[config.mk]
export PLATFORM = sky130hd
export DESIGN_NAME = shift_unload
export DESIGN_NICKNAME = d
export VERILOG_FILES = /design/src/rtl/shift_unload.sv
export SDC_FILE = /design/constraint.sdc
export NUM_CORES = 1
export LEC_CHECK = 0
export ABC_AREA = 0
export CORE_UTILIZATION = 45
export DETAILED_ROUTE_END_ITERATION = 16
export PLACE_DENSITY_LB_ADDON = 0.15
export SYNTH_ARGS = -nofsm -noshare
export SYNTH_HDL_FRONTEND = slang
export SYNTH_SLANG_ARGS = --single-unit
[constraint.sdc]
create_clock -name i_clk -period 2.55 [get_ports i_clk]
set_input_delay 0.3825 -clock i_clk [delete_from_list [all_inputs] [get_ports i_clk]]
set_output_delay 0.3825 -clock i_clk [all_outputs]
set_load 0.01 [all_outputs]
[src/rtl/shift_unload.sv]
// shift_unload: parallel-in, serial-out unloader.
// Takes one word of TAPE chunks through a valid/ready handshake and emits it
// one D_WIDTH chunk per beat. A one-word holding register lets the next word
// arrive while the current one is still shifting out.
module shift_unload #(
   parameter int D_WIDTH   = 8,
   parameter int TAPE      = 4,
   parameter int MSB_FIRST = 0
) (
   input  logic                      i_arst,
   input  logic                      i_clk,
   input  logic                      i_valid,
   output logic                      o_ready,
   input  logic [D_WIDTH*TAPE-1:0]   i_d,
   output logic                      o_valid,
   input  logic                      i_ready,
   output logic [D_WIDTH-1:0]        o_q,
   output logic                      o_first,
   output logic                      o_last
);

   localparam int             WW       = D_WIDTH * TAPE;
   localparam int             CW       = (TAPE > 1) ? $clog2(TAPE) : 1;
   localparam logic [CW-1:0]  LAST_CNT = CW'(TAPE - 1);

   logic [WW-1:0] s_q, s_d;        // word currently being emitted
   logic [WW-1:0] h_q, h_d;        // next word waiting behind it
   logic          s_full_q, s_full_d;
   logic          h_full_q, h_full_d;
   logic [CW-1:0] cnt_q, cnt_d;    // beat index within the current word

   logic          accept;
   logic          fire;
   logic          last_fire;
   logic [CW-1:0] sel;

   assign o_valid   = s_full_q;
   assign o_ready   = !h_full_q;
   assign o_first   = (cnt_q == '0);
   assign o_last    = (cnt_q == LAST_CNT);

   assign accept    = i_valid && o_ready;
   assign fire      = o_valid && i_ready;
   assign last_fire = fire && (cnt_q == LAST_CNT);

   // Chunk index presented on o_q: counts up, or down from the top chunk.
   assign sel = (MSB_FIRST != 0) ? (LAST_CNT - cnt_q) : cnt_q;

   // Output chunk mux selecting the active slice of S.
   always_comb begin
      o_q = '0;
      for (int i = 0; i < TAPE; i++) begin
         if (sel == CW'(i)) o_q = s_q[i*D_WIDTH +: D_WIDTH];
      end
   end

   // Next-state: refill S from H or the input when it frees, else park input in H.
   always_comb begin
      // NOTE: every variable gets a default first so no path leaves it unassigned,
      // which would otherwise infer a latch.
      s_d      = s_q;
      h_d      = h_q;
      s_full_d = s_full_q;
      h_full_d = h_full_q;
      cnt_d    = cnt_q;

      if (!s_full_q || last_fire) begin
         cnt_d = '0;
         if (h_full_q) begin
            s_d      = h_q;
            h_full_d = 1'b0;
            s_full_d = 1'b1;
         end else if (accept) begin
            s_d      = i_d;
            s_full_d = 1'b1;
         end else begin
            s_full_d = 1'b0;
         end
      end else begin
         if (accept) begin
            h_d      = i_d;
            h_full_d = 1'b1;
         end
         if (fire) cnt_d = cnt_q + CW'(1);
      end
   end

   // State registers with asynchronous active-high reset.
   always_ff @(posedge i_clk or posedge i_arst) begin
      if (i_arst) begin
         // NOTE: the data registers are reset too, so o_q reads zero out of
         // reset instead of leftover data from a discarded word.
         s_q      <= '0;
         h_q      <= '0;
         s_full_q <= 1'b0;
         h_full_q <= 1'b0;
         cnt_q    <= '0;
      end else begin
         // NOTE: non-blocking assignments so every register samples the
         // pre-edge values computed above, independent of statement order.
         s_q      <= s_d;
         h_q      <= h_d;
         s_full_q <= s_full_d;
         h_full_q <= h_full_d;
         cnt_q    <= cnt_d;
      end
   end

endmodule

## Yosys cells after proc, flatten, opt, wreduce, memory -nomap -nowiden

Index checks and enable logic that the tools add are counted.

- Output and inout port bits: 12
- Register bits: 68
- Word-level logic and storage cells: 34
- Input port bits: 36

- Mux-type cells: 12
- Bitwise logic cells: 1
- Equality and inequality tests: 3
- Reductions and logical operators: 12
- $add $sub $neg: 1

Operator list:

| cell | number |
|---|---|
| 2-to-1 mux 32 bit | 2 |
| 2-to-1 mux 8 bit | 4 |
| nonzero test 2 bit | 3 |
| == test 2 bit (second input constant) | 2 |
| 2-to-1 mux 1 bit | 4 |
| 2-to-1 mux 2 bit | 2 |
| AND reduction 2 bit | 2 |
| logical AND 1 bit | 3 |
| adder 2 x 1 -> 2 bit (second input constant) | 1 |
| == test 2 x 1 -> 1 bit (second input constant) | 1 |
| logical NOT 1 bit | 2 |
| logical NOT 2 bit | 1 |
| logical OR 1 bit | 1 |
| NOT 1 bit | 1 |

## Depth between registers and ports, before layout

Gate-level depths: netlist (run 1).

- Word-level depth: 5
- Mapped depth: 7

## Worst setup path after synthesis (run 1)

OpenSTA, ideal clock, no wires.

- Kind: register to output
- Start point: register cnt_q[0]
- End point: output o_q[0]
- Slack: 612 ps
- Stages on the path, launching flop included: 7
- Path buffers: 2
- Data arrival time: 1555 ps
- Cells stage by stage: dfrtp_1 ha_1 buf_2 nor2b_1 clkbuf_1 a221oi_1 o31ai_1

- Word-level cells in the longest chain between the ends: 5
- Elaborated cells between the ends (all ways): 8

Ends and longest elaborated chain:

| element | line | source |
|---|---|---|
| from (decl) | 30 | `logic [CW-1:0] cnt_q, cnt_d;` |
| from (signal assigned) | 105 | `cnt_q <= cnt_d;` |
| logical NOT 2 bit | 53 | `if (sel == CW'(i)) o_q = s_q[i*D_WIDTH +: D_WIDTH];` |
| 2-to-1 mux 8 bit (3 in a row) | 53 |  |
| 2-to-1 mux 8 bit (*) | 53 |  |
| to (decl) | 17 | `output logic [D_WIDTH-1:0] o_q,` |

Mark *: on every way between the ends. The rest lies on a longest branch, timed or not.

## Worst setup path after layout (run 1)

- Start point: register cnt_q[0]
- End point: output o_q[5]

The elaborated chain is that of the path after synthesis.

==> out/qor.csv, run 1 <==
stage,metric,value,unit
final_layout,fin_util,0.575,
logic_synthesis,synth_enable_flop_cells,0,
worst_setup_path,endpoint_kind,primary output,
clock_network,cts_hold_buffers,0,
pwr,netSwitchingFraction,0.316,
clock_network,clock_sinks,68,
logic_synthesis,ys_seq_area_frac,0.503,
global_routing,grt_pass1_wl,10300,um
routing,drtIter0Drc,97,
final_layout,stdcell_area,4170,um^2
worst_setup_path,critPathKind,flip-flop to primary output,
timing,fmax,417,MHz
outcome,status,"complete, no violations",
global_routing,antenna_found_initial,0,
final_layout,drive_gt1_frac,0.441,
die,core_area,7250,um^2
min_path,min_path_type,input port to asynchronous set/reset pin,
worst_setup_path,crit_start,cnt_q[0],
placement,gp_congestion,0.770,
final_layout,final_nets,326,
global_routing,grt_usage,0.180,
worst_setup_path,worstSetupStartpointType,flip-flop,
worst_setup_path,cp_data_required_time,2170,ps
logic_synthesis,ys_warn_count,0,
global_routing,grt-ovfl-total,0,
placement,detailed_place_hpwl,4280,um
logic_synthesis,synth.area.top_cells,"dfrtp_1, mux2_2, mux2_4",
clock_network,htree_levels,3,
clock_network,clkTransAtPathRegs,70,ps
timing,skew,7.21,ps
final_layout,area_growth,23.3,%
routing,drc,0,
die,pin_count,48,
timing,slew_viol_final,0,
routing,routed_via_density,5.13,
worst_setup_path,cp_max_fo,8,
timing,finalHoldViolations,0,
worst_setup_path,cp.arrival,2020,ps
global_routing,grt_max_degree,69,
die,die_x,88.7,um
logic_synthesis,syn_inst,234,
logic_synthesis,synth_area,3380,um^2
logic_synthesis,async_flop_share,1.00,
pwr,powerDensity,1200,nW/um^2
routing,dr.pass1.iters,4,
logic_synthesis,syn_nets,274,
final_layout,antenna_cells,0,
clock_network,cts_tree,yes,
logic_synthesis,yosysMostFrequentCell,dfrtp_1,
die,initial_core_util,0.466,
pwr,leakagePower,1.87,nW
logic_synthesis,synth_top_flop_cell,dfrtp_1,
routing,vias,1996,
global_routing,grt_pass1_vias,1996,
worst_setup_path,r2r_cells,7,
logic_synthesis,synth.avg_cell_area,14.4,um^2
clock_network,clockRootBuffer,clkbuf_8,
logic_synthesis,synth_top_cell_area_share,0.503,
clock_network,numCtsBuffers,9,
worst_setup_path,worstReg2RegStart,cnt_q[0],
pwr,seqPwrFrac,0.389,
routing,avgRoutedWirePerCell,16.5,um
die,dieArea,7860,um^2
timing,relSlewSlack,0.748,
logic_synthesis,synth_common_cells,"dfrtp_1, mux2_2, mux2_4, nand2_1, nor2b_1",
clock_network,clock_path_buffers,2,
logic_synthesis,ys_seq_elements,68,
pwr,ir_drop,0.000573,V
timing,fin_crit,2400,ps
routing,wirelength,6410,um
placement,place_area,3980,um^2
timing,fin_hold_ws,425,ps
worst_setup_path,ff2ff_setup_slack,530,ps
routing,antenna_left,0,
pwr,power.share.combinational,0.451,
logic_synthesis,synth_top_area_cell,dfrtp_1,
logic_synthesis,ys_types,22,
worst_setup_path,r2r-end,h_q[31],
timing,tightest_slew,378,ps
die,die_h,88.7,um
placement,io_buffers,47,
timing,tns,0,ps
clock_network,insertion_delay,340,ps
timing,setup_viol,0,
pwr,p_int,3.43,mW
pwr,netSwitchingPower,1.58,mW
pwr,clockPowerShare,0.160,
die,std_cell_rows,31,
run,drv_cap,0,
timing,period_share,0.940,
timing,grt_setup_unrepaired,false,
metrics by stage:
stage / instances / power, mW / setup slack, ps
after global routing: 389 / 5.35 / 0.104
after floorplan: 234 / 3.55 / 456
after global placement: 373 / 4.26 / 234
after CTS: 388 / 5.04 / 68.8
after detailed placement: 373 / 4.30 / 196
final: 389 / 5.02 / 152
worst max path at each step:
stage / slack, ps / cells after the start / endpoint
final: 150 / 7 / o_q[5]
after global routing: 0.1 / 7 / o_q[5]
after floorplan: 460 / 1 / cnt_q[0]
after CTS: 70 / 3 / o_last
after detailed placement: 200 / 5 / o_q[6]
after global placement: 230 / 5 / o_q[0]
per-layer routing:
layer	part of all wire	GRT usage	up-vias
met5	0	0	-
met4	0.013	0.0484	0
met3	0.048	0.0672	8
met2	0.46	0.274	37
met1	0.48	0.244	1010
li1	-	-	941
critical path, cell delays in order (launching register included):
cell and delay, ps:
dfrtp_1 400, inv_1 80, ha_1 210, nor2b_1 130, buf_4 160, a221oi_1 280, o31ai_1 120, dlygate4sd2_1 290
kinds of logic after synthesis:
logic type,synth area share
mux,0.356
flops,0.503
simple gates,0.0474
buf+inv,0.0329
compound gates,0.0455
fa+ha+maj,0.0148
what timing repair did:
action,in CTS,in global routing
setup endpoints to repair,8,5
buffers inserted,0,1
pin swaps,1,0
resized for setup,9,3
power groups by stage:
| stage | clock network (mW) | logic, mW | registers [mW] |
|---|---|---|---|
| floorplan | 0 | 1.73 | 1.82 |
| global placement | 0 | 2.31 | 1.95 |
| detailed placement | 0 | 2.34 | 1.96 |
| CTS | 0.831 | 2.26 | 1.95 |
| global route | 0.876 | 2.46 | 2.01 |
| finish | 0.802 | 2.26 | 1.95 |
final cells by class:
type                            instances  area [um^2]
Clock buffer                           12          155
Clock inverter                          3         22.5
Fill cell                             632         3080
Inverter                                4         15.0
Multi-Input combinational cell        147         1590
Sequential cell                        68         1700
Tap cell                               99          124
Timing Repair Buffer                   56          566
cells in the final DEF (no fill, tap or decap), drive strengths merged, types with 3 or more instances in the layout:
cell type      count
nor2b             10
clkdlybuf4s50     39
clkinvlp           3
clkbuf            12
mux2              96
o31ai              8
a221oi             8
ha                 4
dlygate4sd2        8
buf                9
dfrtp             68
inv                4
nor2               4
nand2             11
state kept, by name (all words and copies together), names as in the netlist:
register	count
cnt_q	2
h_q	32
h_full_q	1
s_q	32
o_valid	1
Power figures use the tool's default switching activity.
==> inputs of run 2 (changes only) <==
--- a/config.mk
+++ b/config.mk
@@ -6,7 +6,9 @@
 export NUM_CORES = 1
 export LEC_CHECK = 0
 export ABC_AREA = 0
+export CORE_MARGIN = 2
 export CORE_UTILIZATION = 45
+export CTS_CLUSTER_SIZE = 14
 export DETAILED_ROUTE_END_ITERATION = 16
 export PLACE_DENSITY_LB_ADDON = 0.15
 export SYNTH_ARGS = -nofsm -noshare
==> out/qor.csv, run 2 (synthesized netlist as in run 1, its figures left out) <==
stage,metric,value,unit
outcome,status,"complete, no violations",
timing,slew_viol_final,0,
timing,tightest_slew,483,ps
clock_network,clock_path_buffers,2,
timing,tns,0,ps
die,pin_count,48,
global_routing,grt_pass1_vias,2126,
placement,gp_congestion,0.713,
final_layout,layout_commonest_cell,dfrtp_1,
worst_setup_path,cp.arrival,1990,ps
pwr,ir_drop,0.000694,V
clock_network,numCtsBuffers,9,
final_layout,drive_gt1_frac,0.446,
clock_network,cts_hold_buffers,0,
die,core_area,7250,um^2
timing,fin_crit,2380,ps
pwr,leakagePower,1.86,nW
min_path,min_path_type,input port to asynchronous set/reset pin,
clock_network,insertion_delay,330,ps
final_layout,fill_cells,613,
worst_setup_path,r2r_cells,5,
final_layout,final_cell_mix,"dfrtp_1, mux2_2, clkdlybuf4s50_1",
global_routing,grt_usage,0.172,
worst_setup_path,critPathKind,flip-flop to primary output,
die,initial_core_util,0.466,
routing,drtIter0Drc,142,
global_routing,grt-ovfl-total,0,
routing,dr.pass1.iters,4,
worst_setup_path,crit_start,cnt_q[0],
worst_setup_path,endpoint_kind,primary output,
final_layout,fin_util,0.568,
die,die_x,90.7,um
routing,drc,0,
timing,grt_setup_unrepaired,false,
placement,detailed_place_hpwl,4300,um
worst_setup_path,worstReg2RegStart,cnt_q[0],
routing,routed_via_density,5.10,
global_routing,grt_pass1_wl,10900,um
clock_network,cts_tree,yes,
pwr,powerDensity,1200,nW/um^2
timing,fmax,421,MHz
clock_network,clkTransAtPathRegs,70,ps
final_layout,antenna_cells,0,
final_layout,area_growth,21.9,%
worst_setup_path,worstSetupStartpointType,flip-flop,
routing,vias,1968,
clock_network,clock_sinks,68,
clock_network,clockRootBuffer,clkbuf_8,
clock_network,htree_levels,3,
global_routing,grt_max_degree,69,
timing,relSlewSlack,0.678,
timing,setup_viol,0,
final_layout,top_regs,"h_q x32, s_q x32, cnt_q x2",
worst_setup_path,cp_data_required_time,2170,ps
routing,antenna_left,0,
run,drv_cap,0,
die,std_cell_rows,31,
timing,finalHoldViolations,0,
timing,skew,4.55,ps
pwr,finalPower,4.96,mW
routing,avgRoutedWirePerCell,16.7,um
worst_setup_path,cp_max_fo,8,
timing,period_share,0.932,
worst_setup_path,r2r-end,h_q[12],
die,die_h,90.7,um
global_routing,antenna_found_initial,0,
worst_setup_path,ff2ff_setup_slack,440,ps
die,dieArea,8220,um^2
routing,wirelength,6460,um
final_layout,final_nets,323,
placement,io_buffers,47,
run 2: cell count changes in the layout (fill, tap and decap cells not counted), moves of 2 or more:
| cell | before | now |
|---|---|---|
| clkinvlp_4 | 3 | 0 |
| buf_4 | 6 | 3 |
| clkinv_2 | 0 | 2 |
| dlygate4sd2_1 | 8 | 3 |
| buf_2 | 0 | 2 |
| clkbuf_2 | 0 | 2 |
run 2: metal layers:
metal,vias to the layer above,track usage,share of wire
li1,941,-,-
met1,973,0.232,0.48
met2,47,0.265,0.46
met3,7,0.0518,0.049
met4,0,0.0577,0.011
met5,-,0,0
run 2: area by class of cell:
type / count / area, um^2 / share of cell area
Sequential cell: 68 / 1700 / 0.413
Tap cell: 99 / 124 / 0.0300
Timing Repair Buffer: 53 / 529 / 0.128
Inverter: 4 / 15.0 / 0.00364
Multi-Input combinational cell: 147 / 1580 / 0.384
Clock inverter: 2 / 10.0 / 0.00243
Clock buffer: 13 / 159 / 0.0385
run 2: metrics by stage:
step	hold WS [ps]	area (um^2)	worst slack, ps	cells
after global placement	482	3960	221	371
after global routing	488	4120	2.83	386
final	425	4120	174	386
after floorplan	474	3380	456	234
after CTS	441	4130	66.3	386
after detailed placement	487	3960	172	371
run 2: how the worst max path moves through the flow:
| stage | end | slack (ps) | depth (start not counted) |
|---|---|---|---|
| 3_3_place_gp | o_q[0] | 220 | 7 |
| 2_1_floorplan | cnt_q[0] | 460 | 1 |
| 6_report | o_q[5] | 170 | 7 |
| 5_1_grt | o_q[7] | 3 | 7 |
| 4_1_cts | o_last | 70 | 2 |
| 3_5_place_dp | o_q[1] | 170 | 7 |
run 2: power breakdown:
part           switching (mW)  leakage (nW)  internal (mW)  total [mW]
sequential              0.336         0.815           1.62        1.95
combinational           0.848         0.954           1.38        2.22
clock                   0.380        0.0893          0.399       0.779
run 2: timing repair:
action | 4_1_cts | 5_1_grt
gates resized for setup | 9 | 16
buffers inserted | 0 | 0
hold endpoints to repair | 0 | 0
pin swaps | 4 | 5
endpoints found under the setup margin | 8 | 8
run 2: worst max-delay path, cell delays in order (launching register included):
cell and delay [ps]:
dfrtp_2 440, inv_1 90, ha_1 170, nor2b_1 150
buf_4 170, a221oi_2 60, o31ai_1 280, dlygate4sd2_1 300
